`src/rtl/keymap_reader_pkg.sv`:
```
// Shared constants and state codes for the key-remap read path.
package keymap_reader_pkg;

  // Width of the note switch bank, remap RAM address and remap RAM data.
  localparam int NOTE_KEY_BITS = 7;

  // 20 ms of stable input at 100 MHz.
  localparam int DEBOUNCE_20MS = 2000000;

  typedef enum logic [2:0] {
    KEYMAP_IDLE       = 3'd0,
    KEYMAP_SCAN_RD    = 3'd1,
    KEYMAP_SCAN_CHK   = 3'd2,
    KEYMAP_WAIT_PRESS = 3'd3,
    KEYMAP_LOOKUP     = 3'd4,
    KEYMAP_HOLD       = 3'd5
  } keymap_state_e;

endpackage

```
`src/rtl/keymap_reader_stable_sampler.sv`:
```
// Run-length debouncer: counts consecutive cycles on which the input is
// nonzero and unchanged. stable_o rises on the cycle the run reaches
// DEBOUNCE_CYC and stays up while the run continues. clr_i restarts the run.
module stable_sampler #(
  parameter int W            = 7,
  parameter int DEBOUNCE_CYC = 4
) (
  input  logic         clk,
  input  logic         rst_n,
  input  logic         clr_i,
  input  logic [W-1:0] data_i,
  output logic         stable_o,
  output logic [W-1:0] value_o
);

  localparam int            CW   = $clog2(DEBOUNCE_CYC + 1);
  localparam logic [CW-1:0] CMAX = CW'(DEBOUNCE_CYC);

  logic [W-1:0]  prev_q;
  logic [CW-1:0] cnt_q, cnt_d;

  // Run length including the current sample; saturates at the threshold.
  always_comb begin
    cnt_d = '0;
    if (data_i != '0) begin
      if (data_i == prev_q) cnt_d = (cnt_q == CMAX) ? CMAX : cnt_q + CW'(1);
      else                  cnt_d = CW'(1);
    end
  end

  assign stable_o = !clr_i && (cnt_d == CMAX);
  assign value_o  = data_i;

  // Remember the previous sample and the run length so far.
  always_ff @(posedge clk) begin
    if (!rst_n) begin
      prev_q <= '0;
      cnt_q  <= '0;
    end else if (clr_i) begin
      prev_q <= '0;
      cnt_q  <= '0;
    end else begin
      prev_q <= data_i;
      cnt_q  <= cnt_d;
    end
  end

endmodule

```
`src/rtl/keymap_reader.sv`:
```
// Debounces the note switches, translates the pressed key through the remap
// RAM and checks that the RAM holds a one-hot permutation. A table that fails
// the check makes translation fall back to identity.
module keymap_reader
  import keymap_reader_pkg::*;
#(
  parameter int KEY_W        = NOTE_KEY_BITS,
  parameter int DEBOUNCE_CYC = DEBOUNCE_20MS
) (
  input  logic             clk,
  input  logic             rst_n,
  input  logic             en,
  input  logic [KEY_W-1:0] note_key,
  input  logic             scan_req,
  output logic [KEY_W-1:0] ram_addr,
  output logic             ram_re,
  input  logic [KEY_W-1:0] ram_rdata,
  output logic [KEY_W-1:0] note_out,
  output logic             note_valid,
  output logic [KEY_W-1:0] note_held,
  output logic             bad_key,
  output logic             table_ok,
  output logic             scan_busy
);

  localparam int             IW       = (KEY_W > 1) ? $clog2(KEY_W) : 1;
  localparam logic [IW-1:0]  LAST_IDX = IW'(KEY_W - 1);

  function automatic logic is_onehot(input logic [KEY_W-1:0] x);
    return (x != '0) && ((x & (x - KEY_W'(1))) == '0);
  endfunction

  keymap_state_e    state_q, state_d;
  logic [IW-1:0]    idx_q;
  logic [KEY_W-1:0] seen_q;
  logic             fail_q;
  logic [KEY_W-1:0] key_q;
  logic             lk_rd_q;
  logic [KEY_W-1:0] note_out_q;
  logic             note_valid_q;
  logic             bad_key_q;
  logic             table_ok_q;
  logic             pending_q, pending_d;

  logic             press_stable;
  logic [KEY_W-1:0] press_val;
  logic             rel_miss, rel_stable, rel_val, rel_acc;

  logic             scanning, scan_start;
  logic             entry_bad, fail_nx;
  logic [KEY_W-1:0] seen_nx;
  logic             lk_done;
  logic [KEY_W-1:0] lk_res;

  // Press debounce only runs while waiting for a press, so every press
  // debounce starts from zero.
  stable_sampler #(.W(KEY_W), .DEBOUNCE_CYC(DEBOUNCE_CYC)) u_press (
    .clk      (clk),
    .rst_n    (rst_n),
    .clr_i    (state_q != KEYMAP_WAIT_PRESS),
    .data_i   (note_key),
    .stable_o (press_stable),
    .value_o  (press_val)
  );

  // Release debounce counts cycles on which the switches differ from the
  // latched key; a cycle matching the latched key breaks the run.
  assign rel_miss = (note_key != key_q);

  stable_sampler #(.W(1), .DEBOUNCE_CYC(DEBOUNCE_CYC)) u_release (
    .clk      (clk),
    .rst_n    (rst_n),
    .clr_i    (state_q != KEYMAP_HOLD),
    .data_i   (rel_miss),
    .stable_o (rel_stable),
    .value_o  (rel_val)
  );

  assign rel_acc  = rel_stable & rel_val;
  assign scanning = (state_q == KEYMAP_SCAN_RD) || (state_q == KEYMAP_SCAN_CHK);

  // Table entry check and lookup result selection.
  assign entry_bad = !is_onehot(ram_rdata) || ((ram_rdata & seen_q) != '0);
  assign seen_nx   = seen_q | ram_rdata;
  assign fail_nx   = fail_q | entry_bad;
  assign lk_done   = (state_q == KEYMAP_LOOKUP) && (!table_ok_q || lk_rd_q);
  assign lk_res    = table_ok_q ? ram_rdata : key_q;

  // State register.
  always_ff @(posedge clk) begin
    if (!rst_n) state_q <= KEYMAP_IDLE;
    else        state_q <= state_d;
  end

  // Next-state logic; dropping en always returns to IDLE.
  always_comb begin
    state_d = state_q;
    if (!en) begin
      state_d = KEYMAP_IDLE;
    end else begin
      case (state_q)
        KEYMAP_IDLE:     state_d = pending_q ? KEYMAP_SCAN_RD : KEYMAP_WAIT_PRESS;
        KEYMAP_SCAN_RD:  state_d = KEYMAP_SCAN_CHK;
        KEYMAP_SCAN_CHK: state_d = (idx_q == LAST_IDX) ? KEYMAP_WAIT_PRESS : KEYMAP_SCAN_RD;
        KEYMAP_WAIT_PRESS: begin
          if (pending_q && (note_key == '0)) state_d = KEYMAP_SCAN_RD;
          else if (press_stable)             state_d = is_onehot(press_val) ? KEYMAP_LOOKUP : KEYMAP_HOLD;
        end
        KEYMAP_LOOKUP:   if (lk_done) state_d = KEYMAP_HOLD;
        KEYMAP_HOLD:     if (rel_acc) state_d = KEYMAP_WAIT_PRESS;
        default:         state_d = KEYMAP_IDLE;
      endcase
    end
  end

  assign scan_start = (state_d == KEYMAP_SCAN_RD) &&
                      ((state_q == KEYMAP_IDLE) || (state_q == KEYMAP_WAIT_PRESS));

  // A request landing in the same cycle a scan starts is kept, so it earns
  // its own follow-up scan.
  always_comb begin
    pending_d = pending_q;
    if (scan_start)        pending_d = 1'b0;
    if (!en && scanning)   pending_d = 1'b1;
    if (scan_req)          pending_d = 1'b1;
  end

  // Datapath: scan accumulation, key latch, lookup result and pulses.
  always_ff @(posedge clk) begin
    if (!rst_n) begin
      idx_q        <= '0;
      seen_q       <= '0;
      fail_q       <= 1'b0;
      key_q        <= '0;
      lk_rd_q      <= 1'b0;
      note_out_q   <= '0;
      note_valid_q <= 1'b0;
      bad_key_q    <= 1'b0;
      table_ok_q   <= 1'b0;
      pending_q    <= 1'b0;
    end else begin
      note_valid_q <= 1'b0;
      bad_key_q    <= 1'b0;
      pending_q    <= pending_d;
      if (!en) begin
        lk_rd_q <= 1'b0;
        if (scanning) table_ok_q <= 1'b0;
      end else begin
        if (scan_start) begin
          idx_q  <= '0;
          seen_q <= '0;
          fail_q <= 1'b0;
        end
        case (state_q)
          KEYMAP_WAIT_PRESS: begin
            if (press_stable) begin
              key_q <= press_val;
              if (!is_onehot(press_val)) begin
                bad_key_q  <= 1'b1;
                note_out_q <= '0;
              end
            end
          end
          KEYMAP_SCAN_CHK: begin
            seen_q <= seen_nx;
            fail_q <= fail_nx;
            if (idx_q == LAST_IDX) table_ok_q <= !fail_nx && (seen_nx == '1);
            else                   idx_q      <= idx_q + IW'(1);
          end
          KEYMAP_LOOKUP: begin
            if (lk_done) begin
              lk_rd_q <= 1'b0;
              if (is_onehot(lk_res)) begin
                note_out_q   <= lk_res;
                note_valid_q <= 1'b1;
              end else begin
                bad_key_q  <= 1'b1;
                note_out_q <= '0;
              end
            end else begin
              lk_rd_q <= 1'b1;
            end
          end
          default: ;
        endcase
      end
    end
  end

  // Outputs decoded from state; RAM is only addressed in SCAN_RD and the
  // first LOOKUP cycle of a table-backed lookup.
  always_comb begin
    ram_addr = '0;
    ram_re   = 1'b0;
    case (state_q)
      KEYMAP_SCAN_RD: begin
        ram_addr = KEY_W'(1) << idx_q;
        ram_re   = 1'b1;
      end
      KEYMAP_LOOKUP: begin
        if (table_ok_q && !lk_rd_q) begin
          ram_addr = key_q;
          ram_re   = 1'b1;
        end
      end
      default: ;
    endcase
  end

  assign scan_busy  = scanning;
  assign note_held  = (state_q == KEYMAP_HOLD) ? note_out_q : '0;
  assign note_out   = note_out_q;
  assign note_valid = note_valid_q;
  assign bad_key    = bad_key_q;
  assign table_ok   = table_ok_q;

endmodule

```
`config.mk`:
```
export PLATFORM = sky130hd
export DESIGN_NAME = keymap_reader
export DESIGN_NICKNAME = d
export VERILOG_FILES = /design/src/rtl/keymap_reader_pkg.sv /design/src/rtl/keymap_reader_stable_sampler.sv /design/src/rtl/keymap_reader.sv
export SDC_FILE = /design/constraint.sdc
export NUM_CORES = 1
export LEC_CHECK = 0
export ABC_AREA = 1
export CAP_MARGIN = 10
export CELL_PAD_IN_SITES_DETAIL_PLACEMENT = 1
export CELL_PAD_IN_SITES_GLOBAL_PLACEMENT = 1
export CORE_UTILIZATION = 41
export CTS_CLUSTER_DIAMETER = 50
export DETAILED_ROUTE_END_ITERATION = 10
export GPL_TIMING_DRIVEN = 0
export PLACE_DENSITY = 0.84
export SLEW_MARGIN = 15
export SYNTH_ARGS = -nofsm -noshare
export SYNTH_HDL_FRONTEND = slang
export SYNTH_HIERARCHICAL = 1
export SYNTH_SLANG_ARGS = --single-unit
export TNS_END_PERCENT = 20
```
`constraint.sdc`:
```
create_clock -name clk -period 3.97 [get_ports clk]
set_clock_uncertainty 0.2 [all_clocks]
set_input_delay 0.9925 -clock clk [delete_from_list [all_inputs] [get_ports clk]]
set_output_delay 0.9925 -clock clk [all_outputs]
set_load 0.01 [all_outputs]
```
==> summary by stage, run 1 <==
Final layout
In the final layout, the share of cells above drive strength 1 is 11.3%. The post-route core utilization is 51.0%. The signed area change from the synthesized netlist to the final layout is 21.1%. The number of antenna repair diodes is 0. At the end of the flow, the number of nets in the layout was 951. The final-layout fill cell count is 1770.

The final standard cell area without fillers is 6430 um2.

Synthesis
Summed over all instances, the cell type with the most area after synthesis is dfxtp_1. The Yosys warning count is 6. Counting instances in the post-synthesis netlist gives the leading cell types as nand2_1, nor2_1, inv_1, dfxtp_1, nand3_1. Yosys attributes the largest share of cell area to dfxtp_1, nand2_1, nor2_1, inv_1, nand3_1. Each instance of the synthesized netlist takes up on average 6.13 um2.

After technology mapping, the gate count stands at 866. The most frequently used flop master after synthesis is dfxtp_1. nand2_1 is the most common cell in the netlist. Synthesis instantiated 39 different standard cells from the library.

The share of synthesized area occupied by flip-flops and latches is 31.3%. Counting flops and latches in the post-synthesis netlist gives 83. The number of nets in the synthesized netlist is 893. The number of synthesized flops with an enable pin is 0. After synthesis, the largest area contributor takes up 31.3% of total cell area. Counting flops with an async set or reset pin after synthesis yields a share of 0%. After synthesis the cells add up to 5310 um2.

Setup path
The worst setup path is captured at a flop. The worst path arrival time is 3.77 ns. In this run the critical register-to-register path is captured at seen_q[5].

The register-to-register setup slack is 0.39 ns. By startpoint and endpoint, the worst setup path is classified as input pin to flop. The worst reg2reg path startpoint is key_q[3]. STA classifies the critical path startpoint as an input pin. Measured in cells, the most critical reg-to-reg path has a length of 26.

The required time at the endpoint of the critical path is 4.00 ns. Of all nets on the critical path, the largest fanout is 6.

Clock network
The master cell of the clock root buffer is clkbuf_16. Clock tree synthesis found a total of 83 sinks. The clock-pin transition on the worst setup and hold timing paths is 0.06 ns. The total clock buffers created by CTS is 9. The longest clock path from root to sink contains 2 buffers. The hold buffer count at CTS is 0.

The clock reaches the later pin of the worst-skew pair after 0.35 ns. The total number of H-tree levels is 3. TritonCTS built the clock tree.

STA
The number of hold violations in the final report is 0. The final-report setup violation count is 0. Across all hold checks on the routed design, the worst slack comes to 0.264 ns. The count of final max-slew check failures is 0. The minimum period implied by the final worst setup slack is 3.74 ns. In this run the tightest slew margin relative to its limit is 61.2%.

The setup slack of the critical path after layout is 0.235 ns. The final critical-path share of the clock period is 94.1%. The measured slew at the worst slew-check pin is 0.580 ns. The maximum clock rate is 268 MHz.

Power and ir drop
The overall power is 0.00194 W. Across the VDD grid, the largest voltage drop is 0.143 mV. In this run switching power makes up 23.6% of total power. Summed over all nets, the switching power comes to 0.000459 W. In this run the static leakage power is 2.65 nW.

The power density normalized to cell area is 302 nW/um2. Cell internal power was estimated by the tool at 0.00148 W. Sequential cells account for 43.6% of the total power. The combinational cell fraction of total power is 7.9%. Of the total power, the clock network draws 48.6%.

Route
For this block, the routed nets add up to 16.0 mm of wire. The total number of vias is 5549. The number of antenna-violating nets in the routed design is 0. Dividing the detail-routed via count by the number of cells gives 5.04.

The first detailed-routing pass ran for 5 iterations. For this block, the initial DRC count from the detailed router was 234. The remaining design rule violation count is 0.

In the final routed layout, each cell accounts on average for 14.5 um.

Min path
The path with the worst hold slack has its endpoint at lk_rd_q. Along the worst hold path, the cell count comes to 2. The startpoint of the lowest-slack hold path is lk_rd_q.

In this run the worst hold path is classified as flop to flop.

Floorplanning
The total I/O pin count is 44. The core box area is 12600 um2. The overall die width is 116 um. The row count is 41. The floorplan step defined a die boundary enclosing 13400 um2. The vertical extent of the die is 116 um. The starting density of the core is 42.1%.

Run
The reported max-cap violation count is 0.

Outcome
The flow ran to the end, and the final reports show no timing, DRC or antenna violations.

GRT
The number of global-route vias before repair is 5467. Across every metal layer, demand over resource in global routing totals 25.2%. Entering global routing, the biggest net connects 14 pins.

The wire length of the first global-routing pass is 26.3 mm. The number of antenna violations at the first check in global routing is 0. Global routing finished with a remaining overflow of 0.

Placed design
The half-perimeter wire length after detailed placement is 12.3 mm. The final weighted congestion in routability-driven placement is 0.856. The area of placed instances is 5950 um2. Before CTS, the worst setup slack after placement is -1.32 ns. Port buffering added 42 buffers.
-- worst max path at each step --
stage | from | endpoint | slack (ns) | cells past startpoint
2_1_floorplan | note_key[0] | fail_q | 0.43 | 24
3_3_place_gp | note_key[2] | pending_q | -1.24 | 24
3_5_place_dp | note_key[2] | seen_q[0] | -1.32 | 24
4_1_cts | note_key[4] | idx_q[0] | 0.005 | 19
5_1_grt | note_key[2] | seen_q[5] | -0.03 | 27
6_report | note_key[0] | seen_q[5] | 0.23 | 25
-- registers in the layout, indices dropped and copies added, names as in the netlist, 3 cells and up --
name	cells
u_press/cnt_q	21
u_release/cnt_q	21
key_q	7
note_out	7
seen_q	7
u_press/prev_q	7
idx_q	3
state_q	3
-- cell usage in the layout (no fill, tap or decap), types with 3 or more instances in the layout --
cell,n
a21oi_1,40
buf_4,10
buf_6,3
clkbuf_1,8
clkbuf_16,9
clkdlybuf4s50_1,35
dfxtp_1,83
ha_1,9
inv_1,124
inv_2,9
nand2_1,208
nand2_2,19
nand3_1,53
nand3b_1,4
nand4_1,22
nor2_1,148
nor2_2,14
nor2_4,9
nor3_1,11
nor3_2,3
o21ai_0,34
o21ai_1,11
o22ai_1,3
xnor2_1,6
xor2_1,14
-- power by group through the flow --
stage / Clock [W] / Combinational [W] / Sequential, W
2_1_floorplan: 0 / 0.0000775 / 0.000863
3_3_place_gp: 0 / 0.000132 / 0.000863
3_5_place_dp: 0 / 0.000135 / 0.000864
4_1_cts: 0.000965 / 0.000146 / 0.000845
5_1_grt: 0.000993 / 0.000168 / 0.000845
6_report: 0.000942 / 0.000153 / 0.000845
-- metal layers --
metal  GRT usage [%]  up-vias  part of all wire [%]
li1                -     2840                     -
met1            33.0     2604                    46
met2            43.4       89                    48
met3            2.77       16                   3.9
met4            8.21        0                   1.4
met5               0        -                     0
-- critical path, cell delays in order --
cell       delay (ns)
clkbuf_4         0.16
nand2_1          0.10
a2111oi_4        0.36
nand4_1          0.16
buf_6            0.17
nand2_4          0.07
a21oi_1          0.04
o21ai_1          0.13
nor2_1           0.07
nor2_1           0.11
nand3_1          0.08
nor2_1           0.08
nand3_1          0.10
nor2_2           0.13
nand2_1          0.07
inv_2            0.06
nor2_1           0.04
nor2_1           0.12
nand2_1          0.07
nand2_2          0.07
nand2_2          0.08
nor2_4           0.19
nand3_4          0.14
nand2_2          0.12
a21oi_2          0.05
-- per-stage QoR --
step	setup TNS, ns	std cells
2_1_floorplan	0	866
4_1_cts	0	1099
5_1_grt	-0.161	1101
6_report	0	1101
3_5_place_dp	-21.16	1080
3_3_place_gp	-18.73	1080
-- final cells by class --
cell class                 instances  area, um2  area share (%)
multi-input combinational        632       3150            49.0
sequential                        83       1660            25.8
inverter                         135        509            7.92
timing repair buffer              46        462            7.18
clock buffer                      12        256            3.99
tap                              172        215            3.35
buffer                            17        103            1.60
clock inverter                     4       72.6            1.13
-- kinds of logic after synthesis --
family | Yosys count | share of synthesized area, %
XOR/XNOR | 20 | 3.30
AND/OR/NAND/NOR | 504 | 42.0
AO/OA/AOI/OAI | 97 | 9.66
buffers and inverters | 152 | 11.5
adder cells (fa/ha/maj) | 9 | 2.12
flip-flops | 83 | 31.3
multiplexers | 1 | 0.188
-- what timing repair did --
action                                  CTS  global route
setup buffers                             2             2
pin swaps                                 5            19
gates cloned                              1             0
gates resized for setup                  30            39
endpoints found under the setup margin   18            25
Note: power is estimated with default switching activity, not from simulation.
==> run 2, diff against run 1 <==
- CORE_MARGIN: unset -> 2
- GPL_TIMING_DRIVEN: 0 -> unset
==> run 2 against run 1 <==
Against the previous run: highest routed layer unchanged; sequential power is essentially flat; final cell count grew 2.5%; wire length grew 5.2%; global-route usage shrank 0.32 points; flip-flop and latch count is the same; first-iteration DRC count grew 12%.
==> summary by stage, run 2 (synthesis results as in run 1) <==
Clock network
The clock-pin transition on the worst setup and hold timing paths is 0.06 ns (about the same). The hold buffer count at CTS is 0 (unchanged). The total clock buffers created by CTS is 9 (unchanged). The buffer levels on the longest clock path is 2 (unchanged). The post-CTS setup-driven buffer insertion count is 0 (-2). The latest clock arrival within the worst-skew pair is 0.35 ns (about the same).

The total number of H-tree levels is 3 (unchanged). The tree is rooted in a clkbuf_16. The count of clock tree sinks came to 83 (unchanged). The clock tree from TritonCTS is built.

Setup path
The register-to-register setup slack was 0.59 ns (+0.20 ns). The highest fanout seen on the critical path is 5 (-1). The type of element launching the critical path is an input pin. The worst path arrival time is 3.61 ns (-0.16 ns). The cell family contributing the most delay on the critical path is simple AND/OR/NAND/NOR gates. The category of the critical setup timing path is input pin to flop. The number of buffer and inverter instances along the worst setup path is 5 (+2). The critical path's largest stage delay is 0.35 ns (about the same). The required time at the endpoint of the critical path came to 4.00 ns (about the same). The worst setup path is captured at a flop. Traced cell by cell, the critical path runs through clkbuf_2 -> inv_2 -> nand2_2 -> a2111oi_4 -> nand4_1 -> buf_6 -> inv_1 -> nor2_1 -> a21oi_1 -> nand3_1 -> nor2_1 -> nand3_1 -> nor2_2 -> nand2_1 -> inv_2 -> nor2_1 -> nor2_1 -> nand2_1 -> nand2_2 -> nand2_2 -> nor2_4 -> nand3_4 -> nand2_2 -> a21oi_1. The slowest stage cell on the critical path is a2111oi_4.

STA
The final critical-path share of the clock period is 90.3% (-3.8 points). The final-report setup violation count is 0 (unchanged). The relative slew slack came to 58.3% (-3.0 points).

The minimum period implied by the final worst setup slack was 3.58 ns (-0.151 ns). Setup repair after global routing left no endpoint under its margin. The maximum clock rate was 279 MHz (+4.2%). The count of final max-slew check failures was 0 (unchanged). The measured slew at the worst slew-check pin was 0.624 ns (+0.0442 ns). The number of hold violations in the final report is 0 (unchanged).

Placed design
The number of port buffers came to 43 (+2.4%). The final weighted congestion in routability-driven placement was 0.853 (-0.41%). The area of placed instances was 6220 um2 (+4.6%). The half-perimeter wire length after detailed placement was 13.3 mm (+8.3%).

Final layout
The final standard cell area without fillers is 6590 um2 (+2.4%). The library cell used most frequently in the layout, excluding fill and tap cells, is nand2_1. The net total in the final layout came to 980 (+3.0%). The post-route core utilization is 52.2% (+1.2 points). The share of final-layout standard cells stronger than drive strength 1 is 13.5% (+2.2 points). The largest registers in the layout are u_press/cnt_q (21), u_release/cnt_q (21). The number of antenna repair diodes was 0 (unchanged). In the layout the commonest cells are nand2_1, nor2_1, inv_1.

The final-layout fill cell count is 1752 (-1.0%). The signed area change from the synthesized netlist to the final layout is 24.0%.

Floorplanning
The total I/O pin count is 44 (unchanged). The overall die width was 118 um (+1.7%). The area enclosed by the die boundary is 13900 um2 (+3.5%). The starting density of the core was 42.1% (unchanged). The vertical extent of the die came to 118 um (+1.7%). The core box area is 12600 um2 (unchanged).

The row count is 41 (unchanged).

GRT
The maximum number of pins on one net before global-route repair is 17 (+3). The number of antenna violations at the first check in global routing is 0 (unchanged). The wire length of the first global-routing pass was 28.2 mm (+7.2%).

The global route total overflow came to 0 (unchanged). The total global-route track usage is 24.9% (-0.32 points). The number of global-route vias before repair is 5785 (+5.8%).

Route
The detailed router's first-iteration violation count is 263 (+12%). The wire length per cell was 14.9 um (+2.5%). The remaining design rule violation count is 0 (unchanged). The number of antenna-violating nets in the routed design is 0 (unchanged). The total number of vias is 5693 (+2.6%). The routed wire length came to 16.8 mm (+5.2%). The via density per instance is 5.04 (about the same). The first-pass iteration count of the detailed router was 4 (-1).

Outcome
The run finished with clean final reports.

Min path
The worst hold path belongs to the class flop to flop.

Run
The reported max-cap violation count is 0 (unchanged).

Power and ir drop
The power density normalized to cell area was 277 nW/um2 (-8.2%). The leakage power summed over all cells is 2.80 nW (+5.6%). The maximum ir drop on the vdd rail came to 0.219 mV (+53%).
==> run 2: power by group <==
part / switching [W] / internal (W) / leakage (nW) / total, W
clock network: 0.000345 / 0.000470 / 0.141 / 0.000815
logic: 0.0000973 / 0.0000656 / 1.99 / 0.000163
registers: 0.00000673 / 0.000839 / 0.669 / 0.000846
total: 0.000449 / 0.00138 / 2.80 / 0.00182
==> run 2: stage by stage <==
stage	hold WS [ns]	power (W)	std cells	setup TNS, ns	setup WS (ns)
floorplan	0.236	0.000940	866	0	0.434
global placement	0.245	0.00101	1113	-7.22	-0.480
detailed placement	0.259	0.00101	1113	-10.49	-0.682
CTS	0.269	0.00183	1129	0	0.00107
global route	0.303	0.00189	1129	0	0.00304
finish	0.274	0.00182	1129	0	0.386
==> run 2: final cells by class <==
class	count	area (um2)	area share, %
Multi-Input combinational cell	632	3130	47.5
Sequential cell	83	1660	25.2
Timing Repair Buffer	92	790	12.0
Inverter	135	509	7.73
Clock buffer	13	270	4.10
Tap cell	172	215	3.27
Clock inverter	2	10.0	0.152
==> run 2: metal layers <==
| layer | wire length (um) | GRT usage, % |
|---|---|---|
| met2 | 8110 | 42.3 |
| met3 | 574 | 4.60 |
| met5 | 0 | 0 |
| met1 | 7940 | 32.1 |
| met4 | 203 | 7.61 |
==> run 2: path summary, 6_finish.rpt <==
kind,from,depth (start not counted),to
max,note_key[0],24,pending_q
min,lk_rd_q,2,lk_rd_q
max reg2reg,key_q[3],24,pending_q
min reg2reg,lk_rd_q,2,lk_rd_q
==> run 2: repair_timing <==
action | CTS | global route
gates resized for setup | 11 | 31
pin swaps | 5 | 13
setup endpoints to repair | 12 | 27
endpoints found under the hold margin | 0 | 0
cloned | 1 | 0
==> run 2: tightest hold or removal path: stages, from the launching register on <==
cell and delay, ns:
dfxtp_1 0.30, inv_1 0.06, a211oi_1 0.06
